==> config.mk <==
export PLATFORM = sky130hd
export DESIGN_NAME = d_stream_sampler
export DESIGN_NICKNAME = d
export VERILOG_FILES = /design/src/rtl/d_stream_sampler_pkg.sv /design/src/rtl/d_stream_sampler_bit_sync.sv /design/src/rtl/d_stream_sampler.sv
export SDC_FILE = /design/constraint.sdc
export NUM_CORES = 1
export LEC_CHECK = 0
export ABC_AREA = 0
export CAP_MARGIN = 10
export CORE_ASPECT_RATIO = 1.2
export CORE_MARGIN = 10
export CORE_UTILIZATION = 48
export DETAILED_ROUTE_END_ITERATION = 12
export PLACE_DENSITY_LB_ADDON = 0.15
export REMOVE_ABC_BUFFERS = 1
export SLEW_MARGIN = 30
export SYNTH_ARGS = -nofsm -noshare
export SYNTH_HDL_FRONTEND = slang
export SYNTH_SLANG_ARGS = --single-unit
==> constraint.sdc <==
create_clock -name clk -period 1.55 [get_ports clk]
set_input_delay 0.31 -clock clk [delete_from_list [all_inputs] [get_ports clk]]
set_output_delay 0.31 -clock clk [all_outputs]
set_load 0.02 [all_outputs]
==> src/rtl/d_stream_sampler_pkg.sv <==
// Shared types and default sizing for the D stream sampler.
// Holds the capture FSM state enum and default parameter values.
package d_stream_sampler_pkg;

    typedef enum logic [1:0] {
        IDLE,
        CAPTURE,
        DONE
    } state_t;

    localparam int DEF_WIDTH       = 15;
    localparam int DEF_BIT_CYCLES  = 5;
    localparam int DEF_SYNC_STAGES = 2;

endpackage

==> src/rtl/d_stream_sampler_bit_sync.sv <==
// bit_sync: STAGES-deep flop chain bringing async d into clk domain.
// Ports: clk, rst_n (async clear), d (async in), d_sync (synchronised out).
module bit_sync #(
    parameter int STAGES = 2
) (
    input  logic clk,
    input  logic rst_n,
    input  logic d,
    output logic d_sync
);

    logic [STAGES-1:0] chain;

    always_ff @(posedge clk or negedge rst_n) begin
        if (!rst_n) begin
            chain <= '0;
        end else begin
            chain <= {chain[STAGES-2:0], d};
        end
    end

    assign d_sync = chain[STAGES-1];

endmodule

==> src/rtl/d_stream_sampler.sv <==
// d_stream_sampler: mid-bit sampling of a serial bit stream into words.
// Ports: clk, rst_n, d, start in; q, qbar, busy, data, word_valid out.
module d_stream_sampler
    import d_stream_sampler_pkg::*;
#(
    parameter int WIDTH       = DEF_WIDTH,
    parameter int BIT_CYCLES  = DEF_BIT_CYCLES,
    parameter int SYNC_STAGES = DEF_SYNC_STAGES
) (
    input  logic             clk,
    input  logic             rst_n,
    input  logic             d,
    input  logic             start,
    output logic             q,
    output logic             qbar,
    output logic             busy,
    output logic [WIDTH-1:0] data,
    output logic             word_valid
);

    localparam int CW = $clog2(BIT_CYCLES);
    localparam int BW = $clog2(WIDTH + 1);

    localparam logic [CW-1:0] CYC_LAST = CW'(BIT_CYCLES - 1);
    localparam logic [CW-1:0] CYC_MID  = CW'(BIT_CYCLES / 2);
    localparam logic [BW-1:0] BIT_LAST = BW'(WIDTH - 1);

    state_t           state;
    state_t           state_nx;
    logic             d_sync;
    logic [CW-1:0]    cyc_cnt;
    logic [BW-1:0]    bit_cnt;
    logic [WIDTH-1:0] shift;
    logic             wrap;
    logic             last;

    bit_sync #(
        .STAGES (SYNC_STAGES)
    ) u_sync (
        .clk    (clk),
        .rst_n  (rst_n),
        .d      (d),
        .d_sync (d_sync)
    );

    assign wrap = (cyc_cnt == CYC_LAST);
    assign last = wrap && (bit_cnt == BIT_LAST);

    always_ff @(posedge clk or negedge rst_n) begin
        if (!rst_n) begin
            state <= IDLE;
        end else begin
            state <= state_nx;
        end
    end

    always_comb begin
        state_nx = state;
        unique case (state)
            IDLE:    if (start) state_nx = CAPTURE;
            CAPTURE: if (last) state_nx = DONE;
            DONE:    state_nx = IDLE;
            default: state_nx = IDLE;
        endcase
    end

    // Counters idle at zero outside CAPTURE; bit_cnt holds at
    // its terminal value rather than wrapping.
    always_ff @(posedge clk or negedge rst_n) begin
        if (!rst_n) begin
            cyc_cnt <= '0;
            bit_cnt <= '0;
        end else if (state != CAPTURE) begin
            cyc_cnt <= '0;
            bit_cnt <= '0;
        end else if (wrap) begin
            cyc_cnt <= '0;
            if (bit_cnt != BIT_LAST) begin
                bit_cnt <= bit_cnt + 1'b1;
            end
        end else begin
            cyc_cnt <= cyc_cnt + 1'b1;
        end
    end

    // Sampling mid-bit keeps clear of edge jitter and short glitches.
    always_ff @(posedge clk or negedge rst_n) begin
        if (!rst_n) begin
            shift <= '0;
            q     <= 1'b0;
        end else if (state == CAPTURE && cyc_cnt == CYC_MID) begin
            shift <= {shift[WIDTH-2:0], d_sync};
            q     <= d_sync;
        end
    end

    // data only updates on the DONE edge, so it is stable whenever
    // word_valid is low.
    always_ff @(posedge clk or negedge rst_n) begin
        if (!rst_n) begin
            data       <= '0;
            word_valid <= 1'b0;
        end else begin
            word_valid <= (state == DONE);
            if (state == DONE) begin
                data <= shift;
            end
        end
    end

    assign busy = (state == CAPTURE);
    assign qbar = ~q;

endmodule
==> metrics.md <==
| Metric | Value |
|---|---|
| Top cells by area, synth | `dfrtp_1 (62%), mux2_2 (19%), ha_1 (3.7%)` |
| Critical-path top delay cell | `dfrtp_1` |
| Fmax | `637 MHz` |
| GP Congestion | `0.698` |
| YS warnings | `0` |
| Crit-path max cell delay | `0.39 ns` |
| CTS tree | `done` |
| Layout area overhead | `33.7%` |
| Failing checks | `setup timing` |
| Final WS setup | `-0.0207 ns` |
| Status | `complete, but fails checks` |
| Root Buffer | `clkbuf_8` |
| Power per cell area | `1550 mW/mm²` |
| Core Area | `0.00337 mm²` |
| Synth cell types | `24` |
| Clock-pin slew on the worst setup and hold paths | `0.07 ns` |
| Clock network fraction of design power | `0.202` |
| Syn_area_per_cell | `14.5 µm²` |
| WHS | `0.352 ns` |
| RR Endpoint | `shift[9]` |
| Int Power | `2.47 mW` |
| Number of port buffers | `22` |
| Clock latency on the worst-skew pair | `0.29 ns` |
| Flop2flop setup slack | `-0.02 ns` |
| DRC errors left | `0` |
| Cells after Synth | `116` |
| Final number of max-transition violations | `0` |
| Worst setup path end | `shift[9]` |
| Worst slew margin | `0.717` |
| Die Width | `74.1 µm` |
| DRT Wirelength | `2.99 mm` |
| Seq cells post-synth | `42` |
| Synth top area share | `0.624` |
| DR vias/cell | `5.18` |
| FF+latch area | `0.00105 mm²` |
| Synth Cell Area | `0.00168 mm²` |
| DR vias | `1026` |
| Antenna Cells | `0` |
| HP Class | `register to register` |
| Sw Share | `0.290` |
| Grt total ovfl | `0` |
| Cell Rows | `23` |
| Minimum clock period | `1.57 ns` |
| P_sw | `1.01 mW` |
| Slew at the pin closest to its max-slew limit | `0.425 ns` |
| Critical Path RT | `1.73 ns` |
| Synth area leader | `dfrtp_1` |
| Total chip power | `3.48 mW` |
| Max FO, Critical Path | `7` |
| Vias in the first global route | `1120` |
| R2R depth | `6` |
| Max Cap Viol | `0` |
| I/O pin total | `23` |
| Sequential fraction of the synthesis area | `0.624` |
| CTS H-tree depth | `2` |
| Final setup vio count | `13` |
| Maximum number of pins on one net before global-route repair | `26` |
| Critical path capture point type | `register` |
| Clk buf depth | `2` |
| Comb pwr share | `0.340` |
| Worst r2r src | `state[1]` |
| DR iter-0 viols | `43` |
| RSZ-0062 raised after global routing | `yes` |
| Critical path class | `register to register` |
| Die height | `84.9 µm` |
| Dpl ws | `-0.0310 ns` |
| Final #Nets | `169` |
| Multi-input gate area | `634 µm²` |
| CP Launch Point | `state[1]` |
| Filler cells | `246` |
| First-pass GRT wire length | `4.93 mm` |
| 1st-pass router iterations | `5` |
| GRT Util Overall | `0.0999` |
| CTS Buf Count | `5` |
| Post-DP HPWL | `2.06 mm` |
| Layout cells sized above 1 | `0.360` |
| Worst path top cell family by delay | `flip-flops` |
| Most Frequent Cell on Critical Path | `buf_6` |
| Starting density of the core | `0.500` |
| Sink Count | `42` |
| Die Area | `0.00629 mm²` |
| Worst Path Arrival | `1.75 ns` |
| Max Clock Skew | `0.00561 ns` |
| Final ANT Viol Nets | `0` |
| Pleak | `1.21 nW` |
| Startpoint types | `register` |
| CP Buf/Inv Count | `3` |
| Hold Vio Cnt, Final | `0` |
| Flop pwr share | `0.458` |
| Sequence of cells on the critical path | `nand2b_4 -> buf_6 -> nor3b_4 -> buf_6 -> buf_12 -> mux2_4` |
| WP depth | `6` |
| Worst VDD drop | `1.08 mV` |
| Final worst-path cycle share | `1.01` |
| Routed WL per cell | `15.1 µm` |
| Antenna violations before repair | `0` |
area by class of cell:
| class | count | share of cell area |
|---|---|---|
| clock inverters | 1 | 0.00222 |
| multi-input cells | 63 | 0.282 |
| flip-flops and latches | 42 | 0.467 |
| well taps | 37 | 0.0206 |
| repair buffers | 41 | 0.179 |
| inverters | 7 | 0.0117 |
| clock buffers | 7 | 0.0383 |
worst min-delay path by stage:
stage | startpoint | endpoint | slack, ns | cells after the start
global route | u_sync.chain[0] | u_sync.chain[1] | 0.37 | 0
global placement | rst_n | data[13] | 0.27 | 1
detailed placement | rst_n | data[13] | 0.27 | 1
floorplan | rst_n | bit_cnt[0] | 0.01 | 0
finish | u_sync.chain[0] | u_sync.chain[1] | 0.35 | 0
CTS | u_sync.chain[0] | u_sync.chain[1] | 0.36 | 0
worst register-to-register path: stages (launching register included):
cell and delay [ns]:
dfrtp_1 0.39, nand2b_4 0.15, buf_6 0.12, nor3b_4 0.24
buf_6 0.14, buf_12 0.12, mux2_4 0.30
cells in the mapped netlist (all sizes together):
cell / n
o21a: 1
nor2: 3
nand3: 1
nor3b: 1
buf: 4
a311oi: 1
mux2i: 1
nor4: 1
and2: 2
ha: 5
nand2: 2
a21oi: 3
and4b: 1
or2b: 1
or3: 2
nor3: 3
inv: 7
mux2: 29
o21ai: 3
and3: 2
dfrtp: 42
nand2b: 1
power by group through the flow:
stage	logic, mW	registers [mW]	clock network (mW)
CTS	0.960	1.59	0.726
global placement	0.792	1.59	0
finish	1.19	1.60	0.702
detailed placement	0.836	1.61	0
global route	1.30	1.64	0.775
floorplan	0.563	1.55	0
through the flow:
| step | util | std cells | TNS [ns] | instance area, µm² |
|---|---|---|---|---|
| floorplan | - | 112 | -1.77 | 1650 |
| global placement | 0.595 | 180 | -0.00540 | 2000 |
| detailed placement | 0.595 | 180 | -0.326 | 2000 |
| CTS | 0.637 | 192 | -0.177 | 2140 |
| global route | 0.669 | 198 | -0.956 | 2250 |
| finish | 0.669 | 198 | -0.159 | 2250 |
metal layers:
layer / global-route usage / share of wire
met5: 0 / 0
met2: 0.178 / 0.54
met3: 0.0501 / 0.063
met1: 0.0920 / 0.38
met4: 0.0407 / 0.013
cell families (layout without fill, tap and decap cells):
group / count (synthesis) / count (layout) / share of synthesized area
AND/OR/NAND/NOR: 20 / 20 / 0.0743
flip-flops: 42 / 42 / 0.624
multiplexers: 30 / 30 / 0.200
AO/OA/AOI/OAI: 8 / 8 / 0.0275
adder cells (fa/ha/maj): 5 / 5 / 0.0371
buffers and inverters: 11 / 56 / 0.0371
layout by cell type (no fill, tap or decap), types with 2 or more instances in the layout:
| cell | count |
|---|---|
| a21oi_1 | 3 |
| and2_1 | 2 |
| and3_1 | 2 |
| buf_12 | 2 |
| buf_4 | 11 |
| buf_6 | 5 |
| clkbuf_8 | 6 |
| clkdlybuf4s50_1 | 2 |
| dfrtp_1 | 42 |
| dlygate4sd2_1 | 17 |
| ha_1 | 5 |
| inv_1 | 7 |
| mux2_2 | 14 |
| mux2_4 | 15 |
| nand2_1 | 2 |
| nor2_1 | 3 |
| nor3_1 | 3 |
| o21ai_0 | 3 |
| or3_1 | 2 |
registers in the layout (all words and copies together) (netlist names):
signal	cells
bit_cnt	4
cyc_cnt	3
word_valid	1
u_sync.chain	2
data	15
shift	15
state	2
timing repair:
item | CTS | global route
gates resized for setup | 22 | 23
setup endpoints to repair | 33 | 20
hold buffers | 1 | 0
hold endpoints to repair | 17 | 0
buffers inserted | 2 | 6
pin swaps | 1 | 1
gates cloned | 1 | 0
(Power assumes the default switching activity.)
==> patch: new RTL, same flow settings <==
Change the package constant `DEF_WIDTH` from 15 to 30.
--- a/src/rtl/d_stream_sampler_pkg.sv
+++ b/src/rtl/d_stream_sampler_pkg.sv
@@ -8,7 +8,7 @@
         DONE
     } state_t;
 
-    localparam int DEF_WIDTH       = 15;
+    localparam int DEF_WIDTH       = 30;
     localparam int DEF_BIT_CYCLES  = 5;
     localparam int DEF_SYNC_STAGES = 2;
 
Ports: changed (resized data); port bits go from 23 to 38. The function was not compared with the original's and may differ.
==> patch against the original RTL <==
The run ends with hold timing left. First-iteration DRC count is 14% higher. Area after synthesis is 69% higher. Clock power is 130% higher. Final cell count is 63% higher. Sequential power is 52% higher. Sequential cell count is 31 higher. Combinational power is 8% higher. Count of clock-buffer cells in the layout is 3 higher. Power is 53% higher. Critical endpoint is now shift[28]. Highest routed layer unchanged. Largest cell class unchanged. Setup slack better by 0.027 ns. Routed wire length is 76% higher. Non-clock buffer count is 10 higher. Design area is 62% higher. Critical path type unchanged.
==> patch: results (changes against the original RTL) <==
Layout
  – Final nets: 247 (+46%)
  – Layout cells sized above 1: 38.4% (+2.4 points)
  – Biggest registers after layout: data: 30 flops, shift: 30 flops, bit_cnt: 5 flops

Global route
  – Met2 GRT Util: 20.3% (+2.6 points)
  – Largest net degree at the start of global routing: 74 (+180%)
  – Met3 Usage GRT: 3.68% (-1.3 points)
  – All-Layer GR Usage: 12.0% (+2.0 points)
  – First-pass GRT wire length: 9130 µm (+85%)
  – Vias in the first global route: 1789 (+60%)
  – Met1 Track Usage GR: 13.1% (+3.9 points)

Critical path
  – Crit path from: cyc_cnt[0]
  – Critical Path End: shift[28]
  – R2r setup slk: 0.006 ns (+0.03 ns)

Clocking
  – Clock Latency Late Sink: 0.33 ns (+0.04 ns)
  – Num CTS Buffers: 9 (+4)
  – H-Tree Depth: 3 (+1)
  – Post-CTS Setup Repair Bufs: 4 (+2)

Run status
  – Status: complete, but fails checks
  – Violated checks: hold timing

Timing
  – Hold WS: -0.0322 ns (-0.384 ns)
  – Final hold vios: 10 (+10)

Synth
  – Commonest cells in the netlist: dfrtp_1 (73), mux2_2 (57), ha_1 (5), inv_1 (5)
  – Synth unique cells: 28 (+17%)

Placed design
  – Placed inst area: 3370 µm² (+68%)
  – DPL Wire Length: 3400 µm (+65%)

Routing
  – DR vias: 1654 (+61%)
  – Routed wl met3: 243 µm (+29%)
  – Routed WL: 5260 µm (+76%)

Pwr
  – P_comb: 0.00128 W (+8%)
  – VDD IR max: 864 µV (-20%)
  – Clk pwr: 0.00160 W (+130%)
-- patch: final cells by class --
| class | instances | area [µm²] |
|---|---|---|
| repair buffers | 51 | 489 |
| flip-flops and latches | 73 | 1830 |
| fillers | 449 | 2050 |
| clock buffers | 10 | 138 |
| clock inverters | 5 | 80.1 |
| inverters | 5 | 18.8 |
| multi-input cells | 98 | 1000 |
| well taps | 80 | 100 |
-- patch: metrics by stage --
| step | utilization (%) | setup WS [ns] | setup TNS (ns) | std cells |
|---|---|---|---|---|
| floorplan | - | -0.777 | -39.34 | 176 |
| global placement | 59.1 | -0.0166 | -0.0166 | 302 |
| detailed placement | 59.1 | -0.0352 | -0.0459 | 302 |
| CTS | 64.0 | -0.00785 | -0.0347 | 323 |
| global route | 64.0 | -0.0637 | -1.30 | 322 |
| finish | 64.0 | 0.00649 | 0 | 322 |
-- patch: kinds of logic after synthesis --
| logic type | after synthesis | synth area share, % |
|---|---|---|
| muxes | 61 | 24.0 |
| DFF | 73 | 64.0 |
| adders and majority gates | 5 | 2.19 |
| AOI/OAI and AO/OA | 10 | 2.41 |
| buffers and inverters | 12 | 2.76 |
| and+or+nand+nor | 22 | 4.60 |
-- patch: how the worst min path moves through the flow --
stage | start | to | slack [ns]
floorplan | rst_n | bit_cnt[0] | 0.01
global placement | u_sync.chain[0] | u_sync.chain[1] | 0.33
detailed placement | u_sync.chain[0] | u_sync.chain[1] | 0.35
CTS | rst_n | shift[27] | 0.002
global route | rst_n | data[29] | 0.007
finish | rst_n | data[29] | -0.03
-- patch: critical path, cell delays in order, from the launching register on --
cell,delay [ns]
dfrtp_1,0.40
inv_2,0.06
ha_1,0.14
nor3b_4,0.21
buf_6,0.16
buf_12,0.15
mux2_4,0.30
